**config.mk**
```make
export PLATFORM = sky130hd
export DESIGN_NAME = sram_like_arbiter
export DESIGN_NICKNAME = d
export VERILOG_FILES = /design/src/rtl/sram_like_arbiter.sv
export SDC_FILE = /design/constraint.sdc
export NUM_CORES = 1
export LEC_CHECK = 0
export BUFFER_PORTS_ARGS = -buffer_cell sky130_fd_sc_hd__buf_2
export CAP_MARGIN = 0
export CORE_AREA = 2 2 125 127
export CTS_CLUSTER_SIZE = 40
export DETAILED_ROUTE_END_ITERATION = 6
export DIE_AREA = 0 0 127 129
export SLEW_MARGIN = 40
export SYNTH_ARGS = -nofsm -noshare
export SYNTH_HDL_FRONTEND = slang
export SYNTH_SLANG_ARGS = --single-unit
```
**constraint.sdc**
```tcl
create_clock -name clk -period 2.25 [get_ports clk]
set_input_delay 0.3375 -clock clk [delete_from_list [all_inputs] [get_ports clk]]
set_output_delay 0.3375 -clock clk [all_outputs]
set_load 0.03 [all_outputs]
```
**src/rtl/sram_like_arbiter.sv**
```systemverilog
// sram_like_arbiter: 2:1 SRAM-like port arbiter that steers in-order responses back to their owners.
// Optional ARB_ROUND_ROBIN_EN alternates grants when both requesters are pending.
module sram_like_arbiter #(
    parameter int MAX_OUTSTANDING = 2,
    parameter int ID_W = 2
) (
    input  logic        clk,
    input  logic        resetn,
    input  logic        inst_req,
    input  logic        inst_wr,
    input  logic [1:0]  inst_size,
    input  logic [3:0]  inst_wstrb,
    input  logic [31:0] inst_addr,
    input  logic [31:0] inst_wdata,
    output logic        inst_addr_ok,
    output logic        inst_data_ok,
    output logic [31:0] inst_rdata,
    input  logic        data_req,
    input  logic        data_wr,
    input  logic [1:0]  data_size,
    input  logic [3:0]  data_wstrb,
    input  logic [31:0] data_addr,
    input  logic [31:0] data_wdata,
    output logic        data_addr_ok,
    output logic        data_data_ok,
    output logic [31:0] data_rdata,
    output logic        mem_req,
    output logic        mem_wr,
    output logic [1:0]  mem_size,
    output logic [3:0]  mem_wstrb,
    output logic [31:0] mem_addr,
    output logic [31:0] mem_wdata,
    input  logic        mem_addr_ok,
    input  logic        mem_data_ok,
    input  logic [31:0] mem_rdata
);
    localparam logic [ID_W-1:0] MAX = ID_W'(MAX_OUTSTANDING);
    localparam logic [ID_W-1:0] LAST = ID_W'(MAX_OUTSTANDING - 1);

    // Source id per outstanding transaction: 1 = data, 0 = inst
    logic [2**ID_W-1:0] order;
    logic [ID_W-1:0] head, tail, count;
    logic lock, lock_src, sel, push, pop;

`ifdef ARB_ROUND_ROBIN_EN
    logic rr;
    assign sel = lock ? lock_src : (data_req & inst_req) ? ~rr : data_req;
`else
    assign sel = lock ? lock_src : data_req;
`endif

    assign mem_req = resetn & (sel ? data_req : inst_req) & (count < MAX);
    assign push = mem_req & mem_addr_ok;
    // Responses with nothing outstanding (spurious or from before a reset) are dropped
    assign pop = resetn & mem_data_ok & (count != '0);

    assign inst_addr_ok = push & ~sel;
    assign data_addr_ok = push & sel;
    assign inst_data_ok = pop & ~order[head];
    assign data_data_ok = pop & order[head];
    assign inst_rdata = resetn ? mem_rdata : '0;
    assign data_rdata = resetn ? mem_rdata : '0;

    assign mem_wr = resetn & (sel ? data_wr : inst_wr);
    assign mem_size = resetn ? (sel ? data_size : inst_size) : '0;
    assign mem_wstrb = resetn ? (sel ? data_wstrb : inst_wstrb) : '0;
    assign mem_addr = resetn ? (sel ? data_addr : inst_addr) : '0;
    assign mem_wdata = resetn ? (sel ? data_wdata : inst_wdata) : '0;

    always_ff @(posedge clk) begin
        if (!resetn) begin
            order <= '0;
            head <= '0;
            tail <= '0;
            count <= '0;
            lock <= 1'b0;
            lock_src <= 1'b0;
        end else begin
            if (push) begin
                order[tail] <= sel;
                tail <= (tail == LAST) ? '0 : tail + ID_W'(1);
            end
            if (pop)
                head <= (head == LAST) ? '0 : head + ID_W'(1);
            count <= count + ID_W'(push) - ID_W'(pop);
            lock <= mem_req & ~mem_addr_ok;
            lock_src <= sel;
        end
    end

`ifdef ARB_ROUND_ROBIN_EN
    always_ff @(posedge clk) begin
        if (!resetn)
            rr <= 1'b1;
        else if (push)
            rr <= sel;
    end
`endif

    spurious_response: assert property (@(posedge clk) disable iff (!resetn) !(mem_data_ok && count == '0))
        else $warning("mem_data_ok with no outstanding transaction dropped");
endmodule

```
* After elaboration in Yosys (flattened, before gate mapping)
Index checks and enable logic that the tools add are counted.
** Word-level totals
- Bits in registers :: 12
- RAM bits :: 0
- Memories :: 0
- Bits in latches :: 0
- Word-level logic and storage cells :: 51
- Memory bits (read-only) :: 0
- Output and inout bits :: 140
** Cells by class
- Reduce and logical (&&, ||, !) cells :: 2
- Add/sub/neg operators :: 4
- Order comparisons :: 4
- Div/mod/pow operators :: 0
- Bitwise logic cells :: 14
- Shift operators :: 0
- Multiply operators :: 0
- Equal/unequal tests :: 2
- Mux-type cells :: 19
** Operator list (number)
- $mux W32 :: 5
- $and A1 B1 Y1 :: 11
- $mux W2 :: 4
- $mux W4 :: 2
- $lt A2 B3 Y1 const B :: 2
- $mux W1 :: 5
- $add A2 B1 Y2 const B :: 2
- $bwmux W4 :: 1
- $eq A2 B1 Y1 const B :: 2
- $not A1 Y1 :: 3
- $add A2 B1 Y2 :: 1
- $bmux W1 S2 :: 1
- $demux W1 S2 :: 1
- $ge A2 B1 Y1 const B :: 1
- $lt A2 B2 Y1 const B :: 1
- $reduce_bool A2 Y1 :: 1
- $sub A2 B1 Y2 :: 1
- $logic_and A1 B1 Y1 :: 1

* Logic depth before layout (Yosys ltp)
Gate-level depths: netlist (run 1).
- Depth after elaboration :: 7
- Mapped depth :: 8

* Worst setup path after synthesis (run 1)
No wires, ideal clock.
- Path kind :: register to output
- Start :: reg lock
- End :: out mem_wdata[10]
- Cell stages (with the launch flop) :: 7
- Data required time :: 1.913 ns
- Buffers on the path :: 2
- Setup slack :: 0.390 ns
- Data arrival time :: 1.522 ns
- Cells stage by stage :: dfxtp_1 > nand2_1 > o21a_1 > buf_4 > buf_2 > nand2_1 > a21oi_1
** Between the ends
- Word-level cells in the longest chain between the ends :: 3
** Ends and longest elaborated chain
- from (decl) :: line 43 : logic lock, lock_src, sel, push, pop;
- from (signal assigned) :: line 86 : lock <= mem_req & ~mem_addr_ok;
- $mux W1 :: line 49 : assign sel = lock ? lock_src : data_req;
- $mux W32 (2 in series) :: line 68 : assign mem_wdata = resetn ? (sel ? data_wdata : inst_wdata) : '0;
- to (decl) :: line 32 : output logic [31:0] mem_wdata,
No other way between the ends.

* Worst setup path in the final report (run 1)
- Start :: reg lock
- End :: out mem_addr[6]
** Between the ends
- Word-level cells in the longest chain between the ends :: 3
** Ends and longest elaborated chain
- $mux W1 :: line 49
- $mux W32 (2 in series) :: line 67 : assign mem_addr = resetn ? (sel ? data_addr : inst_addr) : '0;
- to (decl) :: line 31 : output logic [31:0] mem_addr,
No other way between the ends.

==> results of run 1 <==
## registers in the layout, indices dropped and copies added (netlist names)
name	count
lock	1
head	2
order	4
tail	2
lock_src	1
count	2
## how the worst max path moves through the flow
| stage | startpoint | to | slack [ns] | cells after the start |
|---|---|---|---|---|
| final | lock$_SDFF_PN0_ | mem_addr[6] | 0.18 | 6 |
| after global routing | lock$_SDFF_PN0_ | mem_addr[6] | 0.07 | 6 |
| after CTS | lock$_SDFF_PN0_ | mem_addr[6] | 0.03 | 6 |
| after detailed placement | data_req | mem_addr[6] | 0.27 | 7 |
| after global placement | data_req | mem_addr[6] | 0.31 | 7 |
| after floorplan | lock$_SDFF_PN0_ | mem_wdata[10] | 0.39 | 6 |
## layer usage
layer / global-route usage (%) / up-vias / wire length, µm
li1: - / 1696 / -
met1: 15.0 / 1427 / 4700
met2: 19.4 / 177 / 4930
met3: 2.62 / 8 / 952
met4: 1.42 / 2 / 110
met5: 0 / - / 13
## through the flow
stage | utilization, % | power, mW | instance area [µm²] | hold WS, ns | setup slack (ns)
after global routing | 25.0 | 1.72 | 3750 | 0.331 | 0.0734
after floorplan | - | 0.915 | 2050 | 0.415 | 0.390
after global placement | 24.4 | 1.28 | 3660 | 0.431 | 0.306
after CTS | 25.0 | 1.64 | 3750 | 0.320 | 0.0343
after detailed placement | 24.4 | 1.28 | 3660 | 0.436 | 0.273
final | 25.0 | 1.62 | 3750 | 0.322 | 0.180
## layout by cell type (no fill, tap or decap)
cell type / instances
nor2b_1: 1
nor2_1: 5
xor2_1: 1
or2_2: 1
xnor2_1: 2
a31oi_1: 1
mux2i_1: 4
nand2_1: 151
and2_1: 34
nor4b_1: 2
mux4_2: 1
clkbuf_16: 3
buf_4: 3
inv_2: 1
nand2_2: 1
o21a_2: 1
a21oi_1: 74
nand2b_1: 1
o211a_1: 1
o21ai_0: 1
o2111ai_4: 1
nor4_1: 2
o21ai_4: 1
or3_1: 1
clkbuf_8: 1
diode_2: 1
inv_1: 4
buf_2: 319
buf_12: 6
nor3_1: 2
dfxtp_1: 12
ha_1: 2
## what timing repair did
| action | CTS | global route |
|---|---|---|
| endpoints found under the hold margin | 0 | 0 |
| hold buffers | 0 | 0 |
| setup endpoints to repair | 0 | 1 |
| resized for setup | 0 | 1 |
## worst max-delay path: stages (launching register included)
cell     delay (ns)
dfxtp_1        0.42
nand2_2        0.15
o21ai_4        0.12
buf_12         0.24
nand2_1        0.08
a21oi_1        0.23
buf_2          0.25
## final cells by class
cell class	count	area (µm²)	share of cell area (%)
Timing Repair Buffer	328	1740	46.4
Tap cell	188	235	6.27
Multi-Input combinational cell	291	1430	38.0
Inverter	5	18.8	0.500
Clock buffer	4	88.8	2.37
Antenna cell	1	2.50	0.0667
Sequential cell	12	240	6.40
## synth_stat cells, drive strengths merged, types with 2 or more instances
| master | n |
|---|---|
| nor3 | 2 |
| inv | 5 |
| and2 | 34 |
| nor4 | 2 |
| nor4b | 2 |
| a21oi | 74 |
| xnor2 | 2 |
| nand2 | 152 |
| dfxtp | 12 |
| clkbuf | 13 |
| ha | 2 |
| mux2i | 4 |
| buf | 47 |
| nor2 | 5 |
| o21ai | 2 |
## report_power, final
part	total [mW]	internal, mW	switching (mW)
clock network	0.359	0.268	0.0909
registers	0.238	0.227	0.0119
logic	1.02	0.358	0.665
## cells by family after synthesis
kind of cell               share of synthesized area (%)
AOI/OAI and AO/OA                                   21.6
xor gates and xnor gates                            1.28
buffers and inverters                               18.9
and+or+nand+nor                                     42.3
DFF                                                 11.7
muxes                                               3.05
adders and majority gates                           1.22
==> results.md, run 1 <==
- Cts bufs inserted: 3
- Post-Syn Area: 2050 µm²
- Pwr/cell area: 432 nW/µm²
- Drt pass-1 iters: 4
- Fraction of layout cells with a size suffix above 1: 53.0%
- GR Overflow Total: 0
- Htree depth: 1
- DRC Markers: 0
- Fraction of registers with async set/reset: 0%
- Worst hold path depth: 2
- IO Port Bufs: 319
- Final #Nets: 823
- Leak Pwr: 2.24 nW
- Die height: 129 µm
- Post-synth EDFFs: 0
- Reg2reg end: count[0]$_SDFF_PN0_
- Largest cells by area after synthesis: nand2_1 (28%), a21oi_1 (18%), buf_4 (12%), dfxtp_1 (12%), and2_1 (10%)
- Hold_sp: mem_addr_ok
- Rows: 45
- Synthesis Warnings: 0
- Mean Syn Cell Area: 5.57 µm²
- Area Overhead vs Synth: 83.0%
- Synth Instances: 368
- Clk root buf: clkbuf_16
- Post-detail-place hpwl: 8930 µm
- Core Area: 15000 µm²
- Critical Path RT: 1.91 ns
- RR Startpoint: lock$_SDFF_PN0_
- Post-synthesis cell type count: 28
- First-pass GRT wire length: 14900 µm
- Worst Tran Pin Value: 0.361 ns
- Status: completed
- CP Launch Type: register
- Wire per inst: 12.9 µm
- DRT Wirelength: 10700 µm
- GRT Resource Usage Total: 11.3%
- Clock Path Buffers: 2
- Vias/cell: 3.99
- Clk pin slew, worst setup/hold paths: 0.05 ns
- Crit share post-route: 92.0%
- GPL Wtd Cong: 0.824
- Min Tclk post-route: 2.07 ns
- Slew margin rel.: 75.6%
- Main synth FF type: dfxtp_1
- Final setup viols: 0
- FILL cells: 1695
- Die ar.: 16400 µm²
- Hold Path Sink: lock$_SDFF_PN0_
- Setup TNS: 0 ns
- DRT antenna net count: 0
- Final hold vios: 0
- RSZ-0062 raised after global routing: no
- Worst VDD drop: 0.237 mV
- Via count: 3310
- Reg2reg path depth: 7
- Worst min path class: in -> reg
- Post-CTS Setup Inserts: 0
- FMAX: 483 MHz
- Worst skew pair latency: 0.24 ns
- Post-synthesis register bit count: 12
- Final Instance Count excl. Fillers: 829
- Cell taking the most area after synthesis: nand2_1
- Starting Density: 13.7%
- Post-synthesis sequential area ratio: 11.7%
- Final max-slew violation count: 0
- Max FO, Critical Path: 44
- Kind of end point of the critical path: output port
- Initial antenna violation count: 2
- Share of the synthesized area in the top cell type: 27.8%
- R2R setup slack: 0.37 ns
- Kind of critical path: reg -> out
- Inst Count DP: 824
- Chip width: 127 µm
- Vias in the first global route: 2846
- Skew final: 0.00385 ns
- Pin count of the biggest net entering global routing: 45
- I/O pin cnt: 320
- CTS tree: done
- CTS Sinks: 12
- 1st-iter DRT viols: 191
- Worst path arrival time: 1.73 ns
- Max-Cap Viols: 0
- Post-synthesis net count: 550
(Power assumes the default switching activity.)
==> run 2, diff against run 1 <==
clock period = 2.4 ns   (was 2.25 ns; I/O delays follow)
==> run 2 against run 1 <==
  * Hold slack gained 0.029 ns
  * Clock power decreased by 18%
  * Final cell count shrank 0.48%
  * Die area unchanged
  * Register-to-register slack about the same
  * Design area fell by 1.9%
  * Critical path type unchanged
  * Largest power group unchanged
==> results.md, run 2 (synthesis gave the netlist of run 1 again) <==
- Wire per inst: 12.9 µm (-0.21%)
- Vias in the first global route: 2750 (-3.4%)
- Pin count of the biggest net entering global routing: 71 (+58%)
- CP Launch Type: register
- Worst min path class: in -> reg
- I/O pin cnt: 320 (unchanged)
- 1st-iter DRT viols: 182 (-4.7%)
- Most frequent CP cell: nand2_1
- Final hold vios: 0 (unchanged)
- Clock Path Buffers: 2 (unchanged)
- Reg2reg path depth: 7 (unchanged)
- Area Overhead vs Synth: 79.5%
- Commonest non-fill, non-tap cell in the layout: buf_2
- Worst path arrival time: 1.88 ns (+0.15 ns)
- Leak Pwr: 2.21 nW (-1.4%)
- Setup TNS: 0 ns (unchanged)
- Post-CTS Setup Inserts: 0 (unchanged)
- Clk pin slew, worst setup/hold paths: 0.04 ns (about the same)
- Rows: 45 (unchanged)
- Kind of end point of the critical path: output port
- RR Startpoint: lock$_SDFF_PN0_
- GRT Resource Usage Total: 11.3% (-0.021 points)
- Kind of critical path: reg -> out
- Cts bufs inserted: 3 (unchanged)
- CTS Sinks: 12 (unchanged)
- Worst Tran Pin Value: 0.590 ns (+0.229 ns)
- Drt pass-1 iters: 4 (unchanged)
- Clk root buf: clkbuf_16
- CP delay by family, top: buffers and inverters
- Crit path launch: lock$_SDFF_PN0_
- Status: completed
- Max-Cap Viols: 0 (unchanged)
- Largest register FFs: 4 (unchanged)
- Hold_sp: mem_addr_ok
- DRT antenna net count: 0 (unchanged)
- Crit path buf inv count: 2 (unchanged)
- Worst path max stage delay: 0.35 ns (-0.07 ns)
- Min Tclk post-route: 2.24 ns
- Htree depth: 1 (unchanged)
- Final #Nets: 821 (-0.24%)
- First-pass GRT wire length: 14700 µm (-1.4%)
- Vias/cell: 3.89 (-2.6%)
- Fraction of layout cells with a size suffix above 1: 52.6% (-0.38 points)
- CTS tree: done
- Via count: 3209 (-3.1%)
- Slew margin rel.: 60.7% (-15 points)
- Post-detail-place hpwl: 8810 µm (-1.4%)
- Critical Path RT: 2.04 ns (+0.13 ns)
- Max FO, Critical Path: 66 (+50%)
- Crit share post-route: 93.3%
- Ant. Diodes: 0 (-1)
- Inst Count DP: 822 (-0.24%)
- Total power: 1.46 mW (-9.9%)
- Initial antenna violation count: 0 (-2)
- Final max-slew violation count: 0 (unchanged)
- Slowest cell on crit path: dfxtp_1
- Die ar.: 16400 µm² (unchanged)
- Worst skew pair latency: 0.24 ns (about the same)
- DRC Markers: 0 (unchanged)
- Crit path depth: 6 (unchanged)
- GPL Wtd Cong: 0.813 (-1.3%)
- RSZ-0062 raised after global routing: no
- Worst hold path depth: 2 (unchanged)
- Post-CTS Resized: 0 (unchanged)
- Starting Density: 13.7% (unchanged)
- Skew final: 0.000846 ns (-0.00301 ns)
- GR Overflow Total: 0 (unchanged)
- CP cell instances: nand2_1 > o21a_2 > buf_12 > nand2_1 > a21oi_1 > buf_2
- IO Port Bufs: 319 (unchanged)
- Most frequent cells in the layout: buf_2 (319), nand2_1 (152), a21oi_1 (74), and2_1 (34), dfxtp_1 (12)
- Reg with most FFs: order
- Final Instance Count excl. Fillers: 825 (-0.48%)
- Chip width: 127 µm (unchanged)
- Layout Utilization: 24.6% (-0.48 points)
- FMAX: 446 MHz
- Pwr/cell area: 397 nW/µm² (-8.2%)
- # hold bufs at CTS: 0 (unchanged)
- Core Area: 15000 µm² (unchanged)
- Die height: 129 µm (unchanged)
- Final setup viols: 0 (unchanged)
- Worst VDD drop: 0.139 mV (-41%)
- DRT Wirelength: 10600 µm (-0.69%)
-- run 2: changes by cell type in the layout (fill, tap and decap cells not counted) --
| cell | change |
|---|---|
| buf_12 | -3 |
| clkbuf_8 | -1 |
| nand2_2 | -1 |
| buf_4 | +1 |
| diode_2 | -1 |
| nand2_1 | +1 |
-- run 2: worst paths after layout --
kind / slack [ns] / endpoint
setup / recovery: 0.16 / mem_addr[6]
hold / removal: 0.35 / lock$_SDFF_PN0_
setup reg to reg: 0.38 / count[0]$_SDFF_PN0_
hold reg to reg: 0.44 / head[1]$_SDFFE_PN0P_
-- run 2: area by class of cell --
cell class | instances | area, µm²
inverters | 5 | 18.8
fillers | 1721 | 11300
repair buffers | 326 | 1690
flip-flops and latches | 12 | 240
multi-input cells | 291 | 1420
clock buffers | 3 | 75.1
well taps | 188 | 235
-- run 2: stage by stage --
stage / setup WS [ns] / hold slack (ns) / cell area, µm²
after floorplan: 0.518 / 0.417 / 2050
after global placement: 0.371 / 0.427 / 3600
after detailed placement: 0.335 / 0.435 / 3600
after CTS: 0.0877 / 0.346 / 3680
after global routing: 0.0243 / 0.361 / 3680
final: 0.160 / 0.351 / 3680
-- run 2: power by group --
group	leakage [nW]	total, mW	internal (mW)	switching (mW)
sequential	0.0976	0.224	0.213	0.0111
combinational	2.07	0.944	0.323	0.621
clock	0.0370	0.293	0.216	0.0770
-- run 2: routing by layer --
layer	global-route usage [%]	vias up	share of wire [%]
met5	0	-	0
met4	1.94	0	0.76
met3	2.37	4	7.9
li1	-	1687	-
met1	15.2	1349	44
met2	18.9	169	47
